## src/rtl/l1a_window_readout.sv

```systemverilog
// rtl/l1a_window_readout.sv - level-1 accept window capture into a header/data/trailer readout FIFO
module l1a_window_readout #(
  parameter int DW    = 34,
  parameter int DEPTH = 32
) (
  input  logic          clk,
  input  logic          rst_n,
  input  logic [DW-1:0] din,
  input  logic          din_valid,
  input  logic          l1a,
  input  logic [3:0]    l1a_window,
  input  logic          trig_stop,
  output logic [DW-1:0] dout,
  output logic [1:0]    dout_type,
  output logic          dout_valid,
  input  logic          dout_ready,
  output logic          busy,
  output logic [7:0]    l1a_cnt,
  output logic          overflow
);

  localparam int AW = $clog2(DEPTH);
  localparam int FW = DW + 2;

  typedef enum logic [1:0] {S_IDLE, S_HDR, S_WIN, S_TRL} state_t;

  state_t        state, state_nxt;
  logic [FW-1:0] mem [DEPTH];
  logic [AW:0]   wr_ptr, rd_ptr, occ, free_cnt, need;
  logic [3:0]    w_req, w_lat, win_left;
  logic [7:0]    cnt_lat;
  logic [4:0]    frame_cnt;
  logic          push, push_en, pop, empty, full, accept;
  logic [FW-1:0] push_word;

  // Window length 0 is the shorthand for the 10-frame default.
  assign w_req    = (l1a_window == 4'd0) ? 4'd10 : l1a_window;
  assign occ      = wr_ptr - rd_ptr;
  assign free_cnt = (AW+1)'(DEPTH) - occ;
  assign need     = (AW+1)'(w_req) + (AW+1)'(2);
  assign accept   = l1a && (state == S_IDLE) && (free_cnt >= need);

  assign empty      = (wr_ptr == rd_ptr);
  assign full       = (occ == (AW+1)'(DEPTH));
  assign dout_valid = !empty;
  assign pop        = dout_valid && dout_ready;
  assign push_en    = push && !full;
  assign dout       = empty ? '0 : mem[rd_ptr[AW-1:0]][DW-1:0];
  assign dout_type  = empty ? 2'b00 : mem[rd_ptr[AW-1:0]][FW-1:DW];
  assign busy       = (state != S_IDLE);

  always_ff @(posedge clk or negedge rst_n) begin
    if (!rst_n)
      state <= S_IDLE;
    else if (trig_stop)
      state <= S_IDLE;
    else
      state <= state_nxt;
  end

  always_comb begin
    state_nxt = state;
    push      = 1'b0;
    push_word = '0;
    case (state)
      S_IDLE: if (accept) state_nxt = S_HDR;
      S_HDR: begin
        push      = 1'b1;
        push_word = {2'b11, {(DW-8){1'b0}}, cnt_lat};
        state_nxt = S_WIN;
      end
      S_WIN: begin
        push      = din_valid;
        push_word = {2'b01, din};
        if (win_left == 4'd1) state_nxt = S_TRL;
      end
      S_TRL: begin
        push      = 1'b1;
        push_word = {2'b10, {(DW-13){1'b0}}, cnt_lat, frame_cnt};
        state_nxt = S_IDLE;
      end
      default: state_nxt = S_IDLE;
    endcase
  end

  // Payload storage carries no reset; the pointers alone define what is valid.
  always_ff @(posedge clk) begin
    if (push_en) mem[wr_ptr[AW-1:0]] <= push_word;
  end

  always_ff @(posedge clk or negedge rst_n) begin
    if (!rst_n) begin
      wr_ptr    <= '0;
      rd_ptr    <= '0;
      l1a_cnt   <= '0;
      overflow  <= 1'b0;
      frame_cnt <= '0;
      w_lat     <= '0;
      win_left  <= '0;
      cnt_lat   <= '0;
    end else if (trig_stop) begin
      wr_ptr    <= '0;
      rd_ptr    <= '0;
      l1a_cnt   <= '0;
      overflow  <= 1'b0;
      frame_cnt <= '0;
    end else begin
      if (l1a) begin
        l1a_cnt <= l1a_cnt + 8'd1;
        if (!accept) overflow <= 1'b1;
      end
      if (accept) begin
        w_lat   <= w_req;
        cnt_lat <= l1a_cnt;
      end
      if (state == S_HDR) begin
        win_left  <= w_lat;
        frame_cnt <= '0;
      end
      if (state == S_WIN) begin
        win_left <= win_left - 4'd1;
        if (din_valid) frame_cnt <= frame_cnt + 5'd1;
      end
      if (push_en) wr_ptr <= wr_ptr + 1'b1;
      if (pop)     rd_ptr <= rd_ptr + 1'b1;
    end
  end

endmodule

```

## config.mk

```make
export PLATFORM = sky130hd
export DESIGN_NAME = l1a_window_readout
export DESIGN_NICKNAME = d
export VERILOG_FILES = /design/src/rtl/l1a_window_readout.sv
export SDC_FILE = /design/constraint.sdc
export NUM_CORES = 1
export LEC_CHECK = 0
export ABC_AREA = 1
export CAP_MARGIN = 20
export CORE_AREA = 2 2 403 245
export DETAILED_ROUTE_END_ITERATION = 10
export DIE_AREA = 0 0 405 247
export DONT_BUFFER_PORTS = 1
export SYNTH_ARGS = -nofsm -noshare
export SYNTH_HDL_FRONTEND = slang
export SYNTH_SLANG_ARGS = --single-unit
```

## constraint.sdc

```tcl
create_clock -name clk -period 9.1 [get_ports clk]
set_input_delay 2.73 -clock clk [delete_from_list [all_inputs] [get_ports clk]]
set_output_delay 2.73 -clock clk [all_outputs]
set_load 0.02 [all_outputs]
```

==> flow_summary.yaml <==
synthesis:
  synth_ff_type: "edfxtp_1"
  ys_ff_latch: 1196
  synth_top_area_cell: "edfxtp_1"
  synth_edf_count: 1152
  syn_inst: 3748
  synth-adder-area-share_pct: 0.694
  yosysSeqAreaShare_pct: 74.4
  syn_area_um2: 48000
  synth_mux_area_share_pct: 0
  synth_compound_area_share_pct: 12.4
  synth_top_area_share_pct: 72.1
  async_reset_ff_share_pct: 3.68
  yosysWarnings: 0
  synth-xor-area-share_pct: 0.0730
  synth_area_leaders: "edfxtp_1 72%, o21ai_0 6.7%, nor2_1 5.5%"
  yosysUniqueCellTypes: 37
  syn_nets: 3818
  yosys.area_share.simple_pct: 9.49
  synth_top_family_by_area: "compound AO/OA/AOI/OAI gates"
  synth.avg_cell_area_um2: 12.8
grt:
  grt_max_degree: 224
  antenna_found_initial: 6
  first_global_vias: 28700
  grt_pass1_wl_um: 204000
  grt.total_usage_pct: 28.3
  grt_overflow_total: 0
critical_path:
  r2r-end: "mem[17][11]"
  crit_type: "register to output port"
  reg2reg_from: "rd_ptr[0]"
  ff2ff_setup_slack_ns: 3.96
  rr_worst_depth: 13
  worstPathMaxFanout: 119
  cp-end-kind: "output port"
  cp_slowest_cell: "dfrtp_4"
  crit_family: "compound AO/OA/AOI/OAI gates"
  cp_num_buf_inv: 2
  critPathMostFrequentCell: "o21ai_0"
  startpoint_type: "register"
  cp.required_ns: 6.37
  worstPathArrival_ns: 4.72
  crit_chain: "inv_8, buf_4, o21ai_0, o22ai_1, o21ai_0, o21ai_1, and3_1"
  slowest_delay_ns: 0.79
routing:
  drc_errors: 0
  viasPerCell: 6.05
  firstDrtPassIters: 6
  drt_iter0_markers: 4189
  vias: 30800
  wl_um: 141000
  ant_nets: 0
  routedWlPerCell_um: 27.8
clocking:
  cts_inserted_buffers: 107
  post_cts_resized: 0
  cts.path.max_buffers: 3
  cts_root_buffer: "clkbuf_16"
  clk_latency_ns: 0.72
  post_cts_buffers: 0
  cts_hold_buf: 0
  htree_num_levels: 3
  cts_sinks: 1196
  clk_pin_slew_ns: 0.07
  cts_tree: "built"
power_and_ir_drop:
  finalPower_uw: 15000
  leakagePower_uw: 0.0175
  peakVddDrop_mv: 0.221
  p_per_area_nw_per_um2: 282
timing:
  slew_viol_final: 0
  clock.fmax_mhz: 134
  setup_violations: 0
  slew_headroom_pct: 18.3
  tightestPinTransition_ns: 1.23
  min_period_over_period_pct: 81.9
  hold_viol: 0
  setup_tns_ns: 0
  final.min_clock_period_ns: 7.45
  fin_skew_ns: 0.0230
  grt_setup_unrepaired: "false"
final_layout:
  fill_cells: 7965
  num_antenna_cells: 0
  drive_gt1_share_pct: 8.40
  layout.nets: 3756
  syn2layout_area_growth_pct: 10.6
  stdcell_count: 5091
min_path:
  holdCritStartpoint: "w_lat[0]"
  hold_end: "w_lat[0]"
  hp-class: "register to register"
  hold_depth: 2
floorplan:
  pin_count: 91
  rows: 89
  die_w_um: 405
  fp.dieArea_um2: 100000
  initial_utilization_pct: 49.4
  die_y_um: 247
  core_area_um2: 97000
placement:
  gp_congestion: 0.814
  numPortBuffers: 0
  dp_hpwl_um: 69400
  place_inst: 4890
run:
  maxCapViolations: 0
run_status:
  status: "finished, final reports clean"
==> cell families after synthesis <==
group                    Yosys count
flip-flops                      1196
AND/OR/NAND/NOR                 1133
AO/OA/AOI/OAI                   1058
buffers and inverters            331
adder cells (fa/ha/maj)           26
XOR/XNOR                           4
==> layout by cell type, fill, tap and decap left out, types with 6 or more instances in the layout <==
| cell type | synthesis | final |
|---|---|---|
| buf_8 | 0 | 6 |
| dfrtp_1 | 44 | 40 |
| o221ai_1 | 70 | 70 |
| nand4_1 | 23 | 23 |
| nor2_2 | 0 | 9 |
| inv_1 | 66 | 64 |
| a31oi_1 | 17 | 17 |
| nor3_1 | 11 | 8 |
| clkinv_1 | 0 | 24 |
| nor2_1 | 698 | 659 |
| o211ai_1 | 38 | 38 |
| o21ai_1 | 32 | 32 |
| a21oi_1 | 49 | 48 |
| ha_1 | 25 | 23 |
| nor2_4 | 1 | 31 |
| clkbuf_1 | 171 | 16 |
| bufinv_16 | 0 | 10 |
| o22ai_1 | 208 | 208 |
| nand2_1 | 285 | 284 |
| clkbuf_16 | 0 | 110 |
| buf_4 | 8 | 76 |
| and3_1 | 22 | 22 |
| o21ai_0 | 638 | 633 |
| nand3_1 | 82 | 82 |
| edfxtp_1 | 1152 | 1152 |
| clkinv_2 | 0 | 24 |
==> synthesized netlist by cell type (2+ instances only) <==
master	instances
ha_1	25
nand2_1	285
o21ai_0	638
inv_2	5
buf_4	8
o211ai_1	38
inv_1	66
nand3_2	2
nand2_2	4
o22ai_1	208
a2111oi_0	2
nand4_1	23
buf_6	4
a31oi_1	17
edfxtp_1	1152
nand3_1	82
xor2_1	3
nor2_1	698
buf_2	70
o21ai_1	32
and3_1	22
nor3_1	11
o221ai_1	70
buf_1	6
a21oi_1	49
a211oi_1	4
clkbuf_1	171
dfrtp_1	44
==> how the worst max path moves through the flow <==
stage / from / endpoint / slack [ns] / cells past startpoint
after global routing: rd_ptr[0] / dout[8] / 1.46 / 7
after detailed placement: rd_ptr[0] / dout[8] / 2.40 / 7
after CTS: rd_ptr[0] / dout[8] / 1.65 / 7
final: rd_ptr[0] / dout[8] / 1.65 / 7
after floorplan: din_valid / mem[23][0] / 2.80 / 6
after global placement: rd_ptr[0] / dout_type[1] / 2.34 / 7
==> area by class of cell <==
cell class / count / area (um^2) / share of cell area [%]
tap: 1319 / 1650 / 3.11
timing repair buffer: 89 / 816 / 1.54
clock inverter: 69 / 619 / 1.17
sequential: 1196 / 35700 / 67.3
multi-input combinational: 2221 / 11200 / 21.1
inverter: 71 / 287 / 0.540
clock buffer: 126 / 2810 / 5.30
==> flip-flops by register name, summed over array words and instances, names as in the netlist <==
register   flops
l1a_cnt        8
w_lat          4
cnt_lat        8
state          2
rd_ptr         6
win_left       4
overflow       1
mem         1152
wr_ptr         6
frame_cnt      5
==> layer usage <==
metal | up-vias | global-route usage (%) | routed length, um
met3 | 207 | 7.59 | 14200
met2 | 1454 | 40.7 | 60600
met5 | - | 0 | 13
met4 | 2 | 8.09 | 3920
li1 | 13800 | - | -
met1 | 15400 | 42.3 | 62600
==> per-stage QoR <==
stage / worst slack (ns) / hold WS, ns / utilization, % / cell area, um^2
CTS: 1.65 / 0.508 / 54.6 / 52900
global route: 1.46 / 0.543 / 54.7 / 53100
finish: 1.65 / 0.502 / 54.7 / 53100
floorplan: 2.80 / 0.459 / - / 48000
detailed placement: 2.40 / 0.494 / 51.1 / 49500
global placement: 2.34 / 0.486 / 51.0 / 49500
==> worst reg2reg max path, cell delays in order (launching register included) <==
cell and delay (ns):
dfrtp_4 1.00, ha_1 0.34, fa_1 0.45, ha_1 0.25
inv_1 0.06, nor2_1 0.04, nand2_1 0.09, nor2_1 0.05
nand2_1 0.06, nand2_2 0.09, inv_1 0.23, nand2_1 0.49
nor2_4 1.04, buf_4 0.56
==> power breakdown <==
part	switching [uW]	internal [uW]	total (uW)
Combinational	2980	1050	4020
Sequential	120	6300	6420
Clock	2050	2490	4550
Power figures use the tool's default switching activity.
